**src/rtl/ipsxe_floating_point_mant_sqrt_v1_0_pkg.sv**
```systemverilog
// Shared definitions for the significand square-root core: FSM encoding,
// IEEE single/double field widths and the exponent bias used by the exponent stage.
package ipsxe_floating_point_mant_sqrt_v1_0_pkg;

    typedef enum logic [1:0] {
        ST_IDLE  = 2'd0,
        ST_CALC  = 2'd1,
        ST_ROUND = 2'd2,
        ST_DONE  = 2'd3
    } sqrt_state_t;

    localparam int SP_EXPONENT_SIZE = 8;
    localparam int SP_FRACTION_SIZE = 23;
    localparam int DP_EXPONENT_SIZE = 11;
    localparam int DP_FRACTION_SIZE = 52;

    function automatic int exp_bias(input int exp_size);
        return (1 << (exp_size - 1)) - 1;
    endfunction

    localparam int SP_EXP_BIAS = exp_bias(SP_EXPONENT_SIZE);
    localparam int DP_EXP_BIAS = exp_bias(DP_EXPONENT_SIZE);

endpackage

```
**src/rtl/ipsxe_floating_point_sqrt_round_v1_0.sv**
```systemverilog
// Combinational rounding of the raw root: takes root bits [F:0] (fraction plus
// round bit) and the final remainder, yields the stored fraction and inexact flag.
module ipsxe_floating_point_sqrt_round_v1_0
    import ipsxe_floating_point_mant_sqrt_v1_0_pkg::*;
#(
    parameter int FRACTION_SIZE = DP_FRACTION_SIZE
) (
    input  logic [FRACTION_SIZE:0]   i_root,
    input  logic [FRACTION_SIZE+3:0] i_rem,
    input  logic                     i_rne,
    output logic [FRACTION_SIZE-1:0] o_fraction,
    output logic                     o_inexact
);

    localparam int F = FRACTION_SIZE;

    logic round_bit;
    logic sticky;

    always_comb begin
        round_bit = i_root[0];
        sticky    = |i_rem;
        // A sqrt result can never sit exactly halfway, so nearest needs no tie logic
        // and the increment cannot carry past the hidden bit.
        o_fraction = i_root[F:1] + {{(F-1){1'b0}}, (i_rne & round_bit)};
        o_inexact  = round_bit | sticky;
    end

endmodule

```
**src/rtl/ipsxe_floating_point_mant_sqrt_v1_0.sv**
```systemverilog
// Iterative restoring square root of the normalised significand, one root bit per
// cycle. Define IPSXE_FLT_SQRT_RNE_EN for round-to-nearest, otherwise truncation.
module ipsxe_floating_point_mant_sqrt_v1_0
    import ipsxe_floating_point_mant_sqrt_v1_0_pkg::*;
#(
    parameter int EXPONENT_SIZE = DP_EXPONENT_SIZE,
    parameter int FRACTION_SIZE = DP_FRACTION_SIZE
) (
    input  logic                     i_clk,
    input  logic                     i_rst_n,
    input  logic                     i_valid,
    output logic                     o_ready,
    input  logic [FRACTION_SIZE-1:0] i_fraction,
    input  logic                     i_exp_odd,
    input  logic [EXPONENT_SIZE-1:0] i_exp_sqrt,
    output logic                     o_valid,
    input  logic                     i_ready,
    output logic [FRACTION_SIZE-1:0] o_fraction,
    output logic [EXPONENT_SIZE-1:0] o_exponent,
    output logic                     o_inexact
);

    localparam int F  = FRACTION_SIZE;
    localparam int E  = EXPONENT_SIZE;
    localparam int CW = $clog2(F + 2);

`ifdef IPSXE_FLT_SQRT_RNE_EN
    localparam logic RNE_MODE = 1'b1;
`else
    localparam logic RNE_MODE = 1'b0;
`endif

    // Handshakes: a transfer happens on a rising edge where valid and ready are both
    // high; valid never depends on ready, and a result is held until it transfers.
    sqrt_state_t     state_q, state_d;
    logic [F+2:0]    rad_q, rad_d;
    logic [F+1:0]    root_q, root_d;
    logic [F+3:0]    rem_q, rem_d;
    logic [CW-1:0]   cnt_q, cnt_d;
    logic [E-1:0]    exp_q, exp_d;
    logic [F-1:0]    frac_out_q, frac_out_d;
    logic [E-1:0]    exp_out_q, exp_out_d;
    logic            inexact_q, inexact_d;

    logic [F+5:0]    step_wide;
    logic [F+5:0]    step_sub;
    logic [F+5:0]    step_diff;
    logic            step_ge;
    logic [F-1:0]    rnd_fraction;
    logic            rnd_inexact;

    always_ff @(posedge i_clk) begin
        if (!i_rst_n) begin
            state_q    <= ST_IDLE;
            rad_q      <= '0;
            root_q     <= '0;
            rem_q      <= '0;
            cnt_q      <= '0;
            exp_q      <= '0;
            frac_out_q <= '0;
            exp_out_q  <= '0;
            inexact_q  <= 1'b0;
        end else begin
            state_q    <= state_d;
            rad_q      <= rad_d;
            root_q     <= root_d;
            rem_q      <= rem_d;
            cnt_q      <= cnt_d;
            exp_q      <= exp_d;
            frac_out_q <= frac_out_d;
            exp_out_q  <= exp_out_d;
            inexact_q  <= inexact_d;
        end
    end

    always_comb begin
        state_d = state_q;
        case (state_q)
            ST_IDLE:  if (i_valid) state_d = ST_CALC;
            ST_CALC:  if (cnt_q == '0) state_d = ST_ROUND;
            ST_ROUND: state_d = ST_DONE;
            ST_DONE:  if (i_ready) state_d = ST_IDLE;
            default:  state_d = ST_IDLE;
        endcase
    end

    always_comb begin
        o_ready    = (state_q == ST_IDLE);
        o_valid    = (state_q == ST_DONE);
        o_fraction = frac_out_q;
        o_exponent = exp_out_q;
        o_inexact  = inexact_q;
    end

    // Restoring step: bring down the next radicand pair and try subtracting 4*root+1.
    always_comb begin
        step_wide = {rem_q, rad_q[F+2:F+1]};
        step_sub  = {2'b00, root_q, 2'b01};
        step_ge   = (step_wide >= step_sub);
        step_diff = step_wide - step_sub;
    end

    always_comb begin
        rad_d      = rad_q;
        root_d     = root_q;
        rem_d      = rem_q;
        cnt_d      = cnt_q;
        exp_d      = exp_q;
        frac_out_d = frac_out_q;
        exp_out_d  = exp_out_q;
        inexact_d  = inexact_q;
        case (state_q)
            ST_IDLE: begin
                if (i_valid) begin
                    // Odd unbiased exponent: significand is doubled so the root stays in [1,2).
                    rad_d  = i_exp_odd ? {1'b1, i_fraction, 2'b00} : {2'b01, i_fraction, 1'b0};
                    exp_d  = i_exp_sqrt;
                    root_d = '0;
                    rem_d  = '0;
                    cnt_d  = CW'(F + 1);
                end
            end
            ST_CALC: begin
                rad_d  = {rad_q[F:0], 2'b00};
                root_d = {root_q[F:0], step_ge};
                rem_d  = step_ge ? step_diff[F+3:0] : step_wide[F+3:0];
                if (cnt_q != '0) cnt_d = cnt_q - CW'(1);
            end
            ST_ROUND: begin
                frac_out_d = rnd_fraction;
                exp_out_d  = exp_q;
                inexact_d  = rnd_inexact;
            end
            default: begin
            end
        endcase
    end

    ipsxe_floating_point_sqrt_round_v1_0 #(
        .FRACTION_SIZE (F)
    ) u_round (
        .i_root     (root_q[F:0]),
        .i_rem      (rem_q),
        .i_rne      (RNE_MODE),
        .o_fraction (rnd_fraction),
        .o_inexact  (rnd_inexact)
    );

endmodule
```
**config.mk**
```make
export PLATFORM = sky130hd
export DESIGN_NAME = ipsxe_floating_point_mant_sqrt_v1_0
export DESIGN_NICKNAME = d
export VERILOG_FILES = /design/src/rtl/ipsxe_floating_point_mant_sqrt_v1_0_pkg.sv /design/src/rtl/ipsxe_floating_point_sqrt_round_v1_0.sv /design/src/rtl/ipsxe_floating_point_mant_sqrt_v1_0.sv
export SDC_FILE = /design/constraint.sdc
export NUM_CORES = 1
export LEC_CHECK = 0
export CORE_UTILIZATION = 53
export DETAILED_ROUTE_END_ITERATION = 6
export PLACE_DENSITY = 0.77
export SYNTH_ARGS = -nofsm -noshare
export SYNTH_HDL_FRONTEND = slang
export SYNTH_HIERARCHICAL = 1
export SYNTH_SLANG_ARGS = --single-unit
```
**constraint.sdc**
```tcl
create_clock -name i_clk -period 2.7 [get_ports i_clk]
set_input_delay 0.405 -clock i_clk [delete_from_list [all_inputs] [get_ports i_clk]]
set_output_delay 0.405 -clock i_clk [all_outputs]
set_load 0.05 [all_outputs]
```
# --- Word level (Yosys, flattened, before mapping) ---
# Index checks and enable logic that the tools add are counted.
word_totals:
  ff_bits: 248
  out_inout_bits: 66
classes:
  eq_ne: 7
  n_lt_le_gt_ge: 1
  bitwise_logic: 1
  muxes: 15
  n_addsub: 2
  n_reduce_logical: 9
ops:
  columns: ["cell", "count"]
  rows:
  - ["$mux W56", 2]
  - ["$pmux W56 S2", 1]
  - ["$mux W55", 2]
  - ["$pmux W55 S2", 1]
  - ["$pmux W54 S2", 1]
  - ["$ge A58 B56 Y1", 1]
  - ["$reduce_or A56 Y1", 1]
  - ["$sub A56 B56 Y56", 1]
  - ["$mux W54", 1]
  - ["$mux W6", 2]
  - ["$pmux W6 S2", 1]
  - ["$pmux W2 S4", 1]
  - ["$logic_not A6 Y1", 1]
  - ["$mux W2", 3]
  - ["$ne A2 B2 Y1 const B", 3]
  - ["$reduce_and A3 Y1", 2]
  - ["$reduce_bool A6 Y1", 1]
  - ["$sub A6 B1 Y6 const B", 1]
  - ["$eq A2 B2 Y1 const B", 2]
  - ["$reduce_and A2 Y1", 2]
  - ["$eq A2 B1 Y1 const B", 1]
  - ["$logic_not A2 Y1", 1]
  - ["$ne A2 B1 Y1 const B", 1]
  - ["$reduce_bool A2 Y1", 1]
  - ["$or A1 B1 Y1", 1]

# --- Longest topological paths before layout ---
depth:
  ltp_word: 3
  mapped_depth: 16

# --- By module ---
# The synthesis kept the hierarchy.
by_module_without_submodules:
  columns: ["mod", "area_each_um2", "cells_each", "n_inst"]
  rows:
  - ["ipsxe_floating_point_mant_sqrt_v1_0", 13788.2, 1722, 1]
  - ["ipsxe_floating_point_sqrt_round_v1_0", 1243.7, 175, 1]

# --- Least setup slack after synthesis ---
# OpenSTA, ideal clock, no wires.
synth_path:
  path_type: "register -> register"
  start: "register root_q[5]"
  end: "register rem_q[54]"
  arrival_ns: 2.769
  synth_period_minus_slack_ns: 2.905
  required_time_ns: 2.565
  path_slack_ns: -0.205
  path_stages_with_launch: 15
  path_cell_list: "dfxtp_1 inv_1 ha_1 nand2_1 or4_1 a21oi_2 o211ai_2 a21oi_2 o21ai_2 a21oi_4 nor2_4 buf_6 buf_6 a32oi_1 o21ai_0"
synth_via:
  elab_chain_cells: 3
synth_rtl:
  columns: ["item", "line", "rtl"]
  rows:
  - ["start: declaration", "ipsxe_floating_point_mant_sqrt_v1_0.sv:37", "logic [F+1:0] root_q, root_d;"]
  - ["start signal: assignment", "ipsxe_floating_point_mant_sqrt_v1_0.sv:66", "root_q <= root_d;"]
  - ["$sub A56 B56 Y56 or $ge A58 B56 Y1 (tied branches)", "ipsxe_floating_point_mant_sqrt_v1_0.sv:100, ipsxe_floating_point_mant_sqrt_v1_0.sv:99", null]
  - ["$mux W56 (*)", "ipsxe_floating_point_mant_sqrt_v1_0.sv:126", "rem_d = step_ge ? step_diff[F+3:0] : step_wide[F+3:0];"]
  - ["$pmux W56 S2 (*)", "ipsxe_floating_point_mant_sqrt_v1_0.sv:112", "case (state_q)"]
  - ["end signal: assignment", "ipsxe_floating_point_mant_sqrt_v1_0.sv:67", "rem_q <= rem_d;"]
  - ["end: declaration", "ipsxe_floating_point_mant_sqrt_v1_0.sv:38", "logic [F+3:0] rem_q, rem_d;"]
# Mark *: on every way between the ends. The rest lies on a longest branch, timed or not.
# A chain may end at the register's enable or synchronous reset.

# --- Worst setup path after layout ---
layout_path:
  start: "register root_q[8]"
  end: "register rem_q[47]"
# Same word-level chain as after synthesis.

==> out/summary.txt <==
fin. max-slew vios: 0
Detailed Routing Iterations Pass 1: 5
EDFF count, synth: 0
Fmax achieved: 339 MHz
Mapped Nets: 2029
hpwl dp: 33700 µm
synth warn: 6
antenna violations before repair: 0
vias in the first global route: 14800
critical path peak fanout: 7
sequential-to-total area share from yosys stat: 32.9%
Tcrit/Tclk final: 109%
Post-synth ARST share: 0%
CP Class: reg2reg
Detail Route Antenna Nets: 0
share of cells above drive strength 1: 23.5%
crit path capture type: register
first-pass GRT wire length: 75500 µm
PwrDens: 1670 mW/mm²
CP required: 3200 ps
placer congestion estimate: 0.981
Slew @ Worst Pin: 946 ps
Rel. slew slack: 36.9%
Core Rows: 61
synthesized area: 0.0150 mm²
core area: 0.0279 mm²
largest net degree at the start of global routing: 134
outcome: finished with violations
cell with the most instances after synthesis: dfxtp_1
routed length per instance: 18.5 µm
RSZ-0062 raised after global routing: true
drt total wl: 48900 µm
Via Count: 15500
Clock Root Buffer: clkbuf_16
clk sinks: 247
Synth Flop Type: dfxtp_1
Antenna Diode Count: 0
full die area: 0.0290 mm²
Commonest cells post-synth: dfxtp_1, nor2_1, nand2_1, mux2i_1, a21oi_1
critical path arrival: 3450 ps
fin crit period: 2950 ps
Final Setup Violations: 56
final net count: 2378
post-route cell area: 0.0209 mm²
slowest CP cell: or4_4
All-Layer GR Usage: 32.4%
worst setup margin: -253 ps
VDD IR-drop max: 0.00133 V
Longest Clk Path Bufs: 3
port buffer count: 133
synthesis-stage register bit count: 247
IO Count: 134
post-synthesis instance total: 1897
worst path cell trace: inv_2, ha_4, nand3_4, or4_4, a21oi_4, o211ai_2, a21oi_2, o21ai_2, a21oi_4, nor2_4, buf_12, buf_12, or4_1, nand2_1
Num CTS Buffers: 28
Yosys top cell area share: 32.9%
Initial Util: 54.0%
# H-tree levels: 1
Yosys cell types: 76
leading area contributor after synthesis: dfxtp_1
# fillers: 1938
Pleak: 8.85 nW
Syn-to-layout area delta: 38.9%
Placement Setup Slack: -263 ps
Max Cap Viol: 0
Die Wd: 170 µm
placed cell area: 0.0186 mm²
number of remaining DRC errors: 0
slowest stage delay, CP: 550 ps
Worst Skew: 12.8 ps
worst skew pair latency: 550 ps
critical path's top delay family: simple AND/OR/NAND/NOR gates
CTS tree: done
Clock Pin Slew Worst Setup and Hold Paths: 60 ps
GR Overflow Total: 0
die extent in y: 170 µm
failing checks: setup timing
Hold Fails Final Rpt: 0
Vias/cell: 5.85
Mapped Avg Cell Area: 7.92 µm²
largest cells by area after synthesis: dfxtp_1, mux2i_1, nor2_1
Iter 0 DRT Violations: 1355
Setup crit start kind: register
CP Buf/Inv Count: 3
worst hold path class: in2reg
## report_power, final
group / switching (W) / internal, W / total, W
registers: 0.000412 / 0.00420 / 0.00461
clock network: 0.00161 / 0.00247 / 0.00407
logic: 0.0131 / 0.0131 / 0.0261
total: 0.0151 / 0.0197 / 0.0348
## sequential cells by signal (all words and copies together) (netlist names)
signal      count
cnt_q           6
rad_q          54
o_inexact       1
rem_q          56
state_q         2
o_exponent     11
root_q         54
exp_q          11
o_fraction     52
## timing repair
action / in CTS / in global routing
buffers inserted: 16 / 12
gates cloned: 5 / 2
pin swaps: 24 / 41
endpoints found under the setup margin: 56 / 57
hold endpoints to repair: 0 / 0
hold buffers: 0 / 0
gates resized for setup: 100 / 86
## cells in the final DEF, fill, tap and decap left out, drive strengths merged, types with 3 or more instances in the layout
cell type,instances
a32oi,15
o21ai,153
o21a,9
nor2,234
o21bai,8
nand3,37
nor4,23
inv,83
xnor2,57
a21o,24
bufinv,3
or4,7
buf,306
ha,64
o211ai,7
nor2b,14
clkbuf,40
a211o,3
a211oi,7
nand2b,3
mux2i,157
and4,7
a31oi,14
o31ai,5
nand4,36
clkinv,6
clkdlybuf4s50,131
dfxtp,247
nor3b,3
and3,10
and2,60
xor2,48
nor3,25
nand2,203
a21boi,5
a21oi,130
a22oi,54
## area by class of cell
cell class	count	area (µm²)	share of cell area (%)
multi-input cells	1450	10200	49.0
flip-flops and latches	247	4980	23.8
repair buffers	439	3890	18.6
clock buffers	38	840	4.02
well taps	378	473	2.26
inverters	80	303	1.45
clock inverters	13	158	0.755
## worst register-to-register path, cell delays in order (launching register included)
cell      delay (ps)
dfxtp_2          340
inv_2             50
ha_4             290
nand3_4           80
or4_4            550
a21oi_4          150
o211ai_2         130
a21oi_2          190
o21ai_2          100
a21oi_4          200
nor2_4            70
buf_12           160
buf_12           140
or4_1            400
nand2_1           70
## metal layers
metal / track usage, % / wire (µm) / vias up
met5: 0 / 0 / -
met4: 13.8 / 2250 / 0
met3: 3.93 / 2760 / 151
met2: 55.0 / 22900 / 591
met1: 41.5 / 21000 / 7385
li1: - / - / 7348
## cells by family (layout without fill, tap and decap cells)
kind of cell / after synthesis / count (layout) / share of synthesized area [%]
mux: 158 / 158 / 10.5
fa+ha+maj: 64 / 64 / 5.33
other cells: 1 / 1 / 0.0249
buf+inv: 200 / 570 / 5.47
xor+xnor: 105 / 105 / 6.12
flops: 247 / 247 / 32.9
simple gates: 668 / 668 / 21.0
compound gates: 454 / 454 / 18.6
## final timing paths
kind / from / endpoint / slack, ps / depth (start not counted)
worst min-delay path: i_rst_n / cnt_q[5]$_SDFFE_PN0P_ / 230 / 2
worst max register to register: root_q[8]$_SDFFE_PN0P_ / rem_q[47]$_SDFFE_PN0P_ / -250 / 14
worst min register to register: exp_q[3]$_SDFFE_PN0P_ / exp_q[3]$_SDFFE_PN0P_ / 450 / 2
worst max-delay path: root_q[8]$_SDFFE_PN0P_ / rem_q[47]$_SDFFE_PN0P_ / -250 / 14
## per-stage QoR
step / utilization, % / hold WS, ps / cells / TNS (ps) / total power (W)
finish: 75.0 / 230 / 2645 / -8320 / 0.0348
global route: 75.0 / 226 / 2645 / -13670 / 0.0364
CTS: 73.1 / 219 / 2635 / -7630 / 0.0318
detailed placement: 66.9 / 448 / 2565 / -10090 / 0.0239
global placement: 66.9 / 442 / 2565 / -7080 / 0.0236
floorplan: - / 436 / 1897 / -660 / 0.0173
Power figures use the tool's default switching activity.
